$ cat config.mk
export PLATFORM = sky130hd
export DESIGN_NAME = support_fifo_port
export DESIGN_NICKNAME = d
export VERILOG_FILES = /design/src/rtl/support_fifo_pkg.sv /design/src/rtl/support_fifo_buf.sv /design/src/rtl/support_fifo_port.sv
export SDC_FILE = /design/constraint.sdc
export NUM_CORES = 1
export LEC_CHECK = 0
export ABC_AREA = 1
export CAP_MARGIN = 20
export CORE_ASPECT_RATIO = 1.2
export CORE_UTILIZATION = 30
export CTS_BUF_LIST = sky130_fd_sc_hd__clkbuf_2 sky130_fd_sc_hd__clkbuf_4 sky130_fd_sc_hd__clkbuf_8
export DETAILED_ROUTE_END_ITERATION = 16
export GPL_TIMING_DRIVEN = 0
export PLACE_DENSITY = 0.53
export SETUP_SLACK_MARGIN = 0.05
export SLEW_MARGIN = 20
export SYNTH_ARGS = -nofsm -noshare
export SYNTH_HDL_FRONTEND = slang
export SYNTH_SLANG_ARGS = --single-unit
export TNS_END_PERCENT = 30
$ cat constraint.sdc
create_clock -name clk_i -period 2.82 [get_ports clk_i]
set_clock_uncertainty 0.15 [all_clocks]
set_input_delay 0.423 -clock clk_i [delete_from_list [all_inputs] [get_ports clk_i]]
set_output_delay 0.423 -clock clk_i [all_outputs]
set_load 0.05 [all_outputs]
$ cat src/rtl/support_fifo_pkg.sv
// support_fifo_pkg: register map, status and control bit indices
// for the Z80 support mailbox port.
package support_fifo_pkg;

  localparam logic [3:0] REG_DATA   = 4'd0;
  localparam logic [3:0] REG_STATUS = 4'd1;

  localparam int ST_RX_AVAIL = 0;
  localparam int ST_TX_FULL  = 1;
  localparam int ST_TX_OVF   = 2;
  localparam int ST_RX_UDF   = 3;
  localparam int ST_IRQ_EN   = 7;

  localparam int CTL_CLR   = 0;
  localparam int CTL_FLUSH = 1;
  localparam int CTL_IRQEN = 7;

  localparam logic [7:0] RD_IDLE = 8'hff;

endpackage

$ cat src/rtl/support_fifo_buf.sv
// support_fifo_buf: byte FIFO with flush, registered head and
// registered empty/full flags.
module support_fifo_buf
  import support_fifo_pkg::*;
#(
  parameter int DEPTH = 16,
  parameter int AW    = $clog2(DEPTH)
) (
  input  logic       clk_i,
  input  logic       nreset_i,
  input  logic       flush_i,
  input  logic       push_i,
  input  logic [7:0] dat_i,
  input  logic       pop_i,
  output logic [7:0] head_o,
  output logic       empty_o,
  output logic       full_o
);

  localparam logic [AW:0] FULL_CNT = (AW+1)'(DEPTH);
  localparam logic [AW:0] ONE_CNT  = (AW+1)'(1);

  logic [7:0]    mem_q [DEPTH];
  logic [AW-1:0] wp_q, wp_d;
  logic [AW-1:0] rp_q, rp_d;
  logic [AW:0]   cnt_q, cnt_d;
  logic [7:0]    head_q, head_d;
  logic          empty_q, full_q;
  logic          pop_ok, push_ok;

  // a pop frees room, so a full FIFO still takes a same-cycle push
  assign pop_ok  = pop_i & !empty_q;
  assign push_ok = push_i & (!full_q | pop_ok);

  assign head_o  = head_q;
  assign empty_o = empty_q;
  assign full_o  = full_q;

  // pointer, count and head next-state; flush wins over push/pop
  always_comb begin
    wp_d   = wp_q;
    rp_d   = rp_q;
    cnt_d  = cnt_q;
    head_d = head_q;
    if (flush_i) begin
      wp_d  = '0;
      rp_d  = '0;
      cnt_d = '0;
    end else begin
      if (push_ok) wp_d = wp_q + 1'b1;
      if (pop_ok)  rp_d = rp_q + 1'b1;
      unique case ({push_ok, pop_ok})
        2'b10:   cnt_d = cnt_q + 1'b1;
        2'b01:   cnt_d = cnt_q - 1'b1;
        default: cnt_d = cnt_q;
      endcase
      if (pop_ok) begin
        if (cnt_q > ONE_CNT) head_d = mem_q[rp_d];
        else if (push_ok)    head_d = dat_i;
      end else if (push_ok && empty_q) begin
        head_d = dat_i;
      end
    end
  end

  // state registers; flags track the next count
  always_ff @(posedge clk_i) begin
    if (!nreset_i) begin
      wp_q    <= '0;
      rp_q    <= '0;
      cnt_q   <= '0;
      head_q  <= RD_IDLE;
      empty_q <= 1'b1;
      full_q  <= 1'b0;
    end else begin
      wp_q    <= wp_d;
      rp_q    <= rp_d;
      cnt_q   <= cnt_d;
      head_q  <= head_d;
      empty_q <= (cnt_d == '0);
      full_q  <= (cnt_d == FULL_CNT);
    end
  end

  // storage, no reset needed
  always_ff @(posedge clk_i) begin
    if (push_ok && !flush_i) mem_q[wp_q] <= dat_i;
  end

endmodule

$ cat src/rtl/support_fifo_port.sv
// support_fifo_port: Z80 mailbox slot, TX/RX FIFOs plus status.
// SUPPORT_FIFO_IRQ_EN adds nint_o and the stored irq_en bit.
module support_fifo_port
  import support_fifo_pkg::*;
#(
  parameter int DEPTH = 16,
  parameter int AW    = $clog2(DEPTH)
) (
  input  logic       clk_i,
  input  logic       nreset_i,
  input  logic [3:0] A_i,
  input  logic       nrd_i,
  input  logic       nwr_i,
  output logic [7:0] io_o,
  input  logic       stb_i,
  input  logic       we_i,
  input  logic [7:0] adr_i,
  input  logic [7:0] dat_i,
  output logic       ack_o,
  input  logic [7:0] rx_dat_i,
  input  logic       rx_wr_i,
  output logic       rx_full_o,
  output logic [7:0] tx_dat_o,
  input  logic       tx_rd_i,
  output logic       tx_empty_o
`ifdef SUPPORT_FIFO_IRQ_EN
  ,
  output logic       nint_o
`endif
);

  logic       arm_q, arm_d;
  logic       ack_q;
  logic       nrd_q;
  logic [3:0] rd_adr_q, rd_adr_d;
  logic       tx_ovf_q, tx_ovf_d;
  logic       rx_udf_q, rx_udf_d;
  logic       irq_en;
  logic       accept, wr_en, tx_push, ctl_wr;
  logic       flush, rx_pop;
  logic       tx_full, rx_empty;
  logic [7:0] rx_head, status;
  logic       unused_bits;

  assign accept  = stb_i & arm_q;
  assign wr_en   = accept & we_i;
  assign tx_push = wr_en & (adr_i[3:0] == REG_DATA);
  assign ctl_wr  = wr_en & (adr_i[3:0] == REG_STATUS);
  assign flush   = ctl_wr & dat_i[CTL_FLUSH];
  assign rx_pop  = nrd_i & !nrd_q & (rd_adr_q == REG_DATA);
  assign ack_o   = ack_q;

  support_fifo_buf #(.DEPTH(DEPTH), .AW(AW)) u_tx (
    .clk_i    (clk_i),
    .nreset_i (nreset_i),
    .flush_i  (flush),
    .push_i   (tx_push),
    .dat_i    (dat_i),
    .pop_i    (tx_rd_i),
    .head_o   (tx_dat_o),
    .empty_o  (tx_empty_o),
    .full_o   (tx_full)
  );

  support_fifo_buf #(.DEPTH(DEPTH), .AW(AW)) u_rx (
    .clk_i    (clk_i),
    .nreset_i (nreset_i),
    .flush_i  (flush),
    .push_i   (rx_wr_i),
    .dat_i    (rx_dat_i),
    .pop_i    (rx_pop),
    .head_o   (rx_head),
    .empty_o  (rx_empty),
    .full_o   (rx_full_o)
  );

  // arm/read-address/sticky-flag next state; a set beats a clear
  always_comb begin
    arm_d    = arm_q;
    rd_adr_d = rd_adr_q;
    tx_ovf_d = tx_ovf_q;
    rx_udf_d = rx_udf_q;
    if (accept)     arm_d = 1'b0;
    else if (nwr_i) arm_d = 1'b1;
    if (!nrd_i) rd_adr_d = A_i;
    if (ctl_wr && dat_i[CTL_CLR]) begin
      tx_ovf_d = 1'b0;
      rx_udf_d = 1'b0;
    end
    if (tx_push && tx_full && !tx_rd_i) tx_ovf_d = 1'b1;
    if (rx_pop && rx_empty) rx_udf_d = 1'b1;
  end

  // handshake and flag registers
  always_ff @(posedge clk_i) begin
    if (!nreset_i) begin
      arm_q    <= 1'b1;
      ack_q    <= 1'b0;
      nrd_q    <= 1'b1;
      rd_adr_q <= '0;
      tx_ovf_q <= 1'b0;
      rx_udf_q <= 1'b0;
    end else begin
      arm_q    <= arm_d;
      ack_q    <= stb_i;
      nrd_q    <= nrd_i;
      rd_adr_q <= rd_adr_d;
      tx_ovf_q <= tx_ovf_d;
      rx_udf_q <= rx_udf_d;
    end
  end

`ifdef SUPPORT_FIFO_IRQ_EN
  logic irq_en_q, nint_q;
  assign irq_en      = irq_en_q;
  assign nint_o      = nint_q;
  assign unused_bits = ^adr_i[7:4];

  // interrupt enable and registered active-low request
  always_ff @(posedge clk_i) begin
    if (!nreset_i) begin
      irq_en_q <= 1'b0;
      nint_q   <= 1'b1;
    end else begin
      if (ctl_wr) irq_en_q <= dat_i[CTL_IRQEN];
      nint_q <= !(irq_en_q & (!rx_empty | tx_ovf_q | rx_udf_q));
    end
  end
`else
  assign irq_en      = 1'b0;
  assign unused_bits = ^{adr_i[7:4], dat_i[CTL_IRQEN]};
`endif

  // Z80 read mux, combinational from A_i
  always_comb begin
    status = '0;
    status[ST_RX_AVAIL] = !rx_empty;
    status[ST_TX_FULL]  = tx_full;
    status[ST_TX_OVF]   = tx_ovf_q;
    status[ST_RX_UDF]   = rx_udf_q;
    status[ST_IRQ_EN]   = irq_en;
    io_o = RD_IDLE;
    unique case (1'b1)
      (A_i == REG_DATA):   io_o = rx_empty ? RD_IDLE : rx_head;
      (A_i == REG_STATUS): io_o = status;
      default:             io_o = RD_IDLE;
    endcase
  end

endmodule

# == Word level (Yosys, flattened, before mapping) ==
# Memory sizes are Yosys's and may differ from the RTL's.
# Cells that the tools add are included.
# classes
n_eq_ne,10
magnitude_cmp,2
reduce_logical,28
n_addsub,8
muxes,27
bitwise,15
# ops
op,count
2-to-1 mux 8 bit,9
case mux 5 bit (2 select lines),2
adder 4 x 1 -> 4 bit (second input constant),4
2-to-1 mux 4 bit,4
case mux 8 bit (2 select lines),1
zero test 4 bit,3
bitwise AND 1 bit,11
adder 5 x 1 -> 5 bit (second input constant),2
equality test 5 bit (second input constant),2
> comparator 5 x 1 -> 1 bit (second input constant),2
zero test 5 bit,2
2-to-1 mux 5 bit,2
nonzero test 2 bit,5
subtractor 5 x 1 -> 5 bit (second input constant),2
2-to-1 mux 1 bit,9
equality test 4 x 1 -> 1 bit (second input constant),2
logical AND 1 bit,8
zero test 1 bit,7
inequality test 3 bit (second input constant),2
AND reduction 3 bit,2
equality test 2 x 1 -> 1 bit (second input constant),2
equality test 2 bit (second input constant),2
NOT 1 bit,2
bitwise OR 1 bit,2
OR reduction 2 bit,1
# totals
ff_bits,55
in_bits,36
output_inout_bits,19
mem_bits_rw,256
memories,2
# mem_list
name,depth,width,rd,rd_clocked_by_memory_dff,wr,line,text
u_rx.mem_q,16,8,1,0,1,support_fifo_buf.sv:23,logic [7:0] mem_q [DEPTH];
u_tx.mem_q,16,8,1,0,1,support_fifo_buf.sv:23,

# == Longest topological paths before layout ==
# Gate-level depths: netlist of the first run.
# logic_depth
word_depth,10
depth_mapped,16
mapped_depth_nobuf,15

# == Cells and area by module ==
# From an unflattened synthesis of the first run, not the netlist that was laid out.
# unflattened
hier_cells,1498
hier_area_um2,14662.8
# modules_own_cells
mod,area_each_um2,cells_each,n_inst,seq_area_each_um2
support_fifo_buf at u_tx,7099.3,712,1,4304.1
support_fifo_buf at u_rx,7058.0,710,1,4304.1
support_fifo_port,505.5,76,1,180.2

# == Least setup slack after synthesis of the first run ==
# OpenSTA, ideal clock, no wires.
# synth_path
path_kind,register to register
startpoint,reg u_tx.empty_q (netlist: u_tx.empty_o)
endpoint,reg u_tx.full_q (netlist: u_tx.full_o)
stages_incl_launch_ff,10
n_path_buf,0
setup_slack_ns,0.613
t_arrival_ns,1.979
required_time_ns,2.592
cell_sequence,dfxtp_1 -> nor2_4 -> o21ai_2 -> inv_1 -> ha_1 -> o21ai_0 -> nand2_1 -> o211ai_1 -> nand4_1 -> nor3_1
# synth_via
elab_chain_len,8
word_cells_on_any_way,9
# synth_rtl
element,line,text
"start, declared",support_fifo_buf.sv:28,"logic empty_q, full_q;"
"start signal, assigned",support_fifo_buf.sv:80,empty_q <= (cnt_d == '0);
zero test 1 bit *,support_fifo_buf.sv:32,assign pop_ok = pop_i & !empty_q;
bitwise AND 1 bit *,support_fifo_buf.sv:32,
bitwise OR 1 bit,support_fifo_buf.sv:33,assign push_ok = push_i & (!full_q | pop_ok);
bitwise AND 1 bit,support_fifo_buf.sv:33,
equality test 2 x 1 -> 1 bit or equality test 2 bit (tied branches),support_fifo_buf.sv:52,"unique case ({push_ok, pop_ok})"
case mux 5 bit (2 select lines) *,support_fifo_buf.sv:52,
2-to-1 mux 5 bit *,support_fifo_buf.sv:45,if (flush_i) begin
equality test 5 bit *,support_fifo_buf.sv:81,full_q <= (cnt_d == FULL_CNT);
"end signal, assigned",support_fifo_buf.sv:81,
"end, declared",support_fifo_buf.sv:28,
# Every way passes the cells marked *; elsewhere a longest branch is shown, timed or not.
# A chain may end at the register's enable or synchronous reset.

# == Worst setup path after layout of the first run ==
# layout_path
startpoint,reg rd_adr_q[2]
endpoint,"mem u_rx.mem_q[8][0], enable pin"
# layout_via
elab_chain_len,8
# layout_rtl
element,line,text
"start, declared",support_fifo_port.sv:35,"logic [3:0] rd_adr_q, rd_adr_d;"
"start signal, assigned",support_fifo_port.sv:107,rd_adr_q <= rd_adr_d;
zero test 4 bit,support_fifo_port.sv:50,assign rx_pop = nrd_i & !nrd_q & (rd_adr_q == REG_DATA);
bitwise AND 1 bit,support_fifo_port.sv:50,
bitwise AND 1 bit,support_fifo_buf.sv:32,
bitwise OR 1 bit,support_fifo_buf.sv:33,
bitwise AND 1 bit,support_fifo_buf.sv:33,
net u_rx.push_ok,support_fifo_buf.sv:29,"logic pop_ok, push_ok;"
logical AND 1 bit,support_fifo_buf.sv:87,if (push_ok && !flush_i) mem_q[wp_q] <= dat_i;
2-to-1 mux 1 bit,support_fifo_buf.sv:87,
2-to-1 mux 1 bit (not written as such),support_fifo_buf.sv:87,
"end, declared",support_fifo_buf.sv:23,
# The timed path passes the listed nets, and every way through them passes these cells.

==> results.cfg, run 1 <==
[logic_synthesis]
dominantRegCellSynth = edfxtp_1
synth_seq_area_share_pct = 63.32
async_reset_ff_share_pct = 0
syn_avg_cell_area_um2 = 10.48
ys_ff_latch = 311
yosysWarnings = 0
syn_nets = 1381
netlist_instances = 1325
synth-edff-count = 256
yosysUniqueCellTypes = 42
netlist_area_mm2 = 0.01388
ys_top_cells_by_area = edfxtp_1 (55%), dfxtp_1 (7.9%), nand3_1 (6.0%), nand2_1 (5.5%), a21oi_1 (3.4%)
yosys.area.top_type = edfxtp_1
yosysTopAreaCellShare_pct = 55.39

[cells_and_area]
drive_gt1_share_pct = 13.26
seq_area_mm2 = 0.008788
final_core_util_pct = 35.94
fillers = 4681
finalNetCount = 1486
area_delta_synth_final_pct = 17.32
antennaDiodeCount = 0
multi_input_comb_area_mm2 = 0.004223

[die]
start_util_pct = 30.64
dieArea_mm2 = 0.04713
die_w_um = 198.4
die_y_um = 237.6
rows = 85
io_pins = 55
core_mm2 = 0.04531

[setup_path]
critPathMaxFanout = 8
cpLargestDelayFamily = simple AND/OR/NAND/NOR gates
rr_endpoint = u_rx.mem_q[8][0]$_DFFE_PP_
r2r_cells = 7
path_cells = nor2_2, nand4_4, nand2_1, nand2_1, inv_2, nand2_1, nor2_1
r2r_start = rd_adr_q[2]$_SDFFE_PN0N_
max_stage_delay_ps = 680
criticalPathCategory = reg -> reg
startpoint_type = flip-flop
end_kind = flip-flop
ff2ff_setup_slack_ps = 200
cp.buffers_inverters = 1
arrival_ps = 2720
cp_common_cell = nand2_1
required_ps = 2920
cpMaxStageDelayCell = nor2_1

[clock_tree]
clk_pin_slew_ps = 70
clock_path_buffers = 3
htree_num_levels = 2
cts-root-buf = clkbuf_8
cts_buffers = 53
clock_latency_ps = 640
cts_tree = built
cts.sinks = 311
ctsHoldBuffers = 0

[worst_hold_path]
hold_depth = 3
worst_hold_startpoint = stb_i
min_path_type = in -> reg
whs_endpoint = ack_o$_SDFF_PN0_

[detailed_routing]
wl_mm = 38.49
vias_per_cell = 4.775
drtPass1Iterations = 5
post_drt_wl_per_cell_um = 18.51
post-route-drc-count = 0
drtAntennaViolNets = 0
num_vias = 9931
first_iter_violations = 675

[pwr]
power.density_mw_per_mm2 = 691.0
ir_worst_vdd_uv = 402.4
p_leak_nw = 5.938

[global_route]
grt_pass1_wl_mm = 57.88
grt_max_degree = 19
grt_util_all_layers_pct = 16.52
first_global_vias = 9676
antenna_found_initial = 0
overflow = 0

[placement]
gp_congestion = 0.8788
hpwl_mm = 26.42
io_buffers = 50

[sta]
worst_pin_slew_ps = 1024
worst_slew_margin_rel_pct = 31.49
hold_viol = 0
layout_min_cycle_time_ps = 2617
maxSlewViolCount = 0
clock.fmax_mhz = 382.1
rsz0062_at_grt = true
final_min_period_over_clock_period_pct = 92.81
fin_tns_setup_ps = 0
setup_viol = 0

[run_status]
status = finished clean

[flow_run]
drv_cap = 0
-- cells in the final DEF (no fill, tap or decap), drive strengths merged, types with 2 or more instances in the layout --
cell / instances
o31ai: 2
xnor2: 2
inv: 134
nand2: 215
bufinv: 3
ha: 20
nand3b: 31
clkbuf: 91
edfxtp: 256
clkdlybuf4s15: 8
buf: 50
a21oi: 95
o211ai: 44
o21ai: 99
nand3: 168
dfxtp: 55
clkinv: 20
clkdlybuf4s50: 41
nor3: 7
a211oi: 3
nor2: 111
nand4: 6
xor2: 3
-- state kept, by name, summed over array words and instances (netlist names), 5 cells and up --
signal       cells
u_rx.mem_q     128
u_rx.cnt_q       5
u_tx.cnt_q       5
u_rx.head_o      8
u_tx.head_o      8
u_tx.mem_q     128
-- kinds of logic after synthesis --
family,after synthesis,share of synthesized area (%)
AO/OA/AOI/OAI,246,10.11
XOR/XNOR,5,0.4237
adder cells (fa/ha/maj),20,1.803
flip-flops,311,63.32
buffers and inverters,202,6.563
AND/OR/NAND/NOR,541,17.78
-- Yosys cell counts, types with 17 or more instances --
library cell,number
nand3b_1,31
nand2_1,205
o211ai_1,44
nor2_1,106
buf_2,27
o21ai_0,89
ha_1,20
a21oi_1,95
dfxtp_1,55
inv_1,122
clkbuf_1,17
edfxtp_1,256
nand3_1,167
-- metrics by stage --
step           power, mW  hold slack (ps)  std cells  instance area, µm²  worst slack [ps]
2_1_floorplan      6.420            285.0       1325               13880             612.7
3_3_place_gp       7.098            298.6       1984               15140            -889.2
3_5_place_dp       7.116            305.2       1984               15140            -971.5
4_1_cts            11.36            189.3       2080               16280             74.90
5_1_grt            11.73            208.1       2080               16280             47.80
6_report           11.25            237.0       2080               16280             202.8
-- cell type report --
| cell class | count | area share (%) |
|---|---|---|
| sequential | 311 | 53.97 |
| clock buffer | 74 | 5.563 |
| inverter | 135 | 3.150 |
| clock inverter | 22 | 1.114 |
| timing repair buffer | 50 | 3.127 |
| multi-input combinational | 812 | 25.93 |
| buffer | 67 | 2.459 |
| tap | 609 | 4.680 |
-- power breakdown --
part | switching [mW] | internal, mW
clock network | 1.88 | 2.35
logic | 1.30 | 0.563
registers | 0.0740 | 5.09
total | 3.25 | 8.00
-- tightest hold or removal path, cell delays in order --
cell	delay (ps)
clkdlybuf4s50_1	440
nand2_1	70
inv_1	30
-- worst max path at each step --
stage | endpoint | start | cells after the start
floorplan | u_tx.full_o$_SDFF_PN0_ | u_tx.empty_o$_SDFF_PN1_ | 9
global placement | u_rx.mem_q[5][2]$_DFFE_PP_ | dat_i[1] | 5
detailed placement | u_rx.mem_q[5][2]$_DFFE_PP_ | dat_i[1] | 5
CTS | io_o[3] | u_rx.empty_o$_SDFF_PN1_ | 4
global route | u_rx.mem_q[8][2]$_DFFE_PP_ | rd_adr_q[2]$_SDFFE_PN0N_ | 7
finish | u_rx.mem_q[8][0]$_DFFE_PP_ | rd_adr_q[2]$_SDFFE_PN0N_ | 7
-- what timing repair did --
action                                  CTS  global route
endpoints found under the setup margin  264             6
endpoints found under the hold margin     0             0
setup buffers                             0             0
gates resized for setup                  41             4
-- metal layers --
metal	share of wire [%]	routed length, µm	track usage (%)	up-vias
li1	-	-	-	4847
met1	42	16150	20.30	4714
met2	50	19200	28.58	277
met3	4.7	1828	2.980	93
met4	3.4	1308	6.225	0
met5	0	0	0	-
(Power assumes the default switching activity.)
==> inputs of run 2 (changes only) <==
- CORE_ASPECT_RATIO: 1.2 -> 2
- TNS_END_PERCENT: 30 -> default
==> run 2 against run 1 <==
Critical path type unchanged. Largest cell class unchanged. Register-to-register slack got worse by 50 ps. Global-route usage rose by 1.7 points. Clock power fell by 7.8%. Critical endpoint is now u_tx.mem_q[12][3]$_DFFE_PP_. Worst hold slack improved by 4.0 ps.
==> results.cfg, run 2 (synthesis results as in run 1) <==
[global_route]
globalRoute.busiestLayer = met2
grt.met1_usage_pct = 15.99
gr-usage-met3_pct = 2.686
antenna_found_initial = 1
grt_util_all_layers_pct = 18.22
overflow = 0
gr-usage-met2_pct = 36.04
grt_pass1_wl_mm = 62.27
first_global_vias = 10293
grt_max_degree = 19

[clock_tree]
cts_setup_buffers = 0
clk_pin_slew_ps = 60
htree_num_levels = 2
clock_path_buffers = 3
cts_tree = built
cts_buffers = 47
cts-root-buf = clkbuf_8
cts.sinks = 311
clock_latency_ps = 620

[setup_path]
end_kind = flip-flop
r2r_cells = 6
arrival_ps = 2850
required_ps = 3000
critPathMaxFanout = 10
ff2ff_setup_slack_ps = 150
rr_endpoint = u_tx.mem_q[12][3]$_DFFE_PP_
startpoint_type = flip-flop
r2r_start = arm_q$_SDFFE_PN1P_
criticalPathCategory = reg -> reg

[die]
core_mm2 = 0.04569
die_w_um = 154.1
dieArea_mm2 = 0.04718
rows = 111
die_y_um = 306.2
start_util_pct = 30.38
io_pins = 55

[pwr]
power.density_mw_per_mm2 = 677.5
ir_worst_vdd_uv = 436.7
internal-power_mw = 7.737
power_frac_seq_pct = 47.1
clkPwrFrac_pct = 35.6
switching_power_mw = 3.231
comb_power_share_pct = 17.3
p_leak_nw = 5.897
netSwitchingFraction_pct = 29.46

[sta]
layout_min_cycle_time_ps = 2672
maxSlewViolCount = 0
rsz0062_at_grt = true
worst_pin_slew_ps = 1104
hold_viol = 0
holdWs_ps = 241.0
worst_slew_margin_rel_pct = 26.19
clock.fmax_mhz = 374.3
setup_viol = 0
final_min_period_over_clock_period_pct = 94.74

[placement]
gp_congestion = 0.8856
io_buffers = 50
hpwl_mm = 31.47
placedCellCount = 1940

[detailed_routing]
post-route-drc-count = 0
vias_per_cell = 4.935
drtPass1Iterations = 5
post_drt_wl_per_cell_um = 20.72
drtAntennaViolNets = 0
wl_mm = 41.99
num_vias = 10003
first_iter_violations = 601

[cells_and_area]
finalNetCount = 1480
mostFrequentLayoutCells = edfxtp_1 (256), nand2_1 (205), nand3_1 (167)
fin_cells = 2027
area_delta_synth_final_pct = 16.63
top_regs = u_rx.mem_q (128), u_tx.mem_q (128)
drive_gt1_share_pct = 13.69
final_common_cell = edfxtp_1

[run_status]
status = finished clean

[worst_hold_path]
whs_endpoint = ack_o$_SDFF_PN0_
min_path_type = in -> reg
hold_depth = 3
worst_hold_startpoint = stb_i

[flow_run]
drv_cap = 0
==> run 2: cell types whose count changed in the layout (fill, tap and decap cells not counted), moves of 3 or more <==
cell      before  now
clkbuf_1      15   12
clkbuf_2       2    5
clkbuf_8      56   50
clkinv_2       7    4
nor2_1        91   85
nor2_2        18   22
==> run 2: per-stage QoR <==
stage	cell area (µm²)	worst slack, ps	power (mW)	utilization (%)	setup TNS, ps
floorplan	13880	612.7	6.420	-	0
global placement	15090	-1075	7.133	33.02	-249580
detailed placement	15090	-1112	7.151	33.02	-255630
CTS	16140	50.05	11.07	35.33	0
global route	16190	45.82	11.43	35.43	0
finish	16190	148.4	10.97	35.43	0
==> run 2: power by group through the flow <==
| stage | registers (mW) | logic (mW) | clock network (mW) |
|---|---|---|---|
| after detailed placement | 5.27 | 1.88 | 0 |
| after global routing | 5.18 | 2.08 | 4.17 |
| after floorplan | 5.36 | 1.06 | 0 |
| after global placement | 5.27 | 1.87 | 0 |
| after CTS | 5.17 | 1.90 | 4.00 |
| final | 5.17 | 1.89 | 3.90 |
==> run 2: area by class of cell <==
cell class                      instances  area [µm²]
Antenna cell                            1       2.502
Buffer                                 67       410.4
Clock buffer                           68       823.3
Clock inverter                         18       151.4
Fill cell                            4586       29500
Inverter                              135       513.0
Multi-Input combinational cell        812        4283
Sequential cell                       311        8788
Tap cell                              565       706.9
Timing Repair Buffer                   50       509.2
==> run 2: what timing repair did <==
| item | in CTS | in global routing |
|---|---|---|
| hold buffers | 0 | 0 |
| pin swaps | 0 | 2 |
| gates resized for setup | 51 | 19 |
| setup endpoints to repair | 267 | 140 |
| gates cloned | 0 | 0 |
==> run 2: metal layers <==
metal	up-vias	routed length [µm]
li1	4815	-
met1	4751	13720
met2	297	23390
met3	140	1618
met4	0	3259
met5	-	0
==> run 2: worst max-delay path, stage by stage, from the launching register on <==
cell and delay, ps:
dfxtp_1 350, nand3_1 190, nor3b_1 500, nand2_2 310, buf_2 320, nand3_1 340, nor2_2 210
==> run 2: worst max-delay path by stage <==
stage | startpoint | endpoint | slack (ps) | cells past startpoint
after floorplan | u_tx.empty_o$_SDFF_PN1_ | u_tx.full_o$_SDFF_PN0_ | 610 | 9
after global placement | dat_i[1] | u_tx.mem_q[12][0]$_DFFE_PP_ | -1070 | 5
final | arm_q$_SDFFE_PN1P_ | u_tx.mem_q[12][3]$_DFFE_PP_ | 150 | 6
after global routing | arm_q$_SDFFE_PN1P_ | u_rx.mem_q[5][6]$_DFFE_PP_ | 50 | 6
after detailed placement | dat_i[1] | u_tx.mem_q[12][1]$_DFFE_PP_ | -1110 | 5
after CTS | arm_q$_SDFFE_PN1P_ | u_tx.mem_q[0][4]$_DFFE_PP_ | 50 | 6
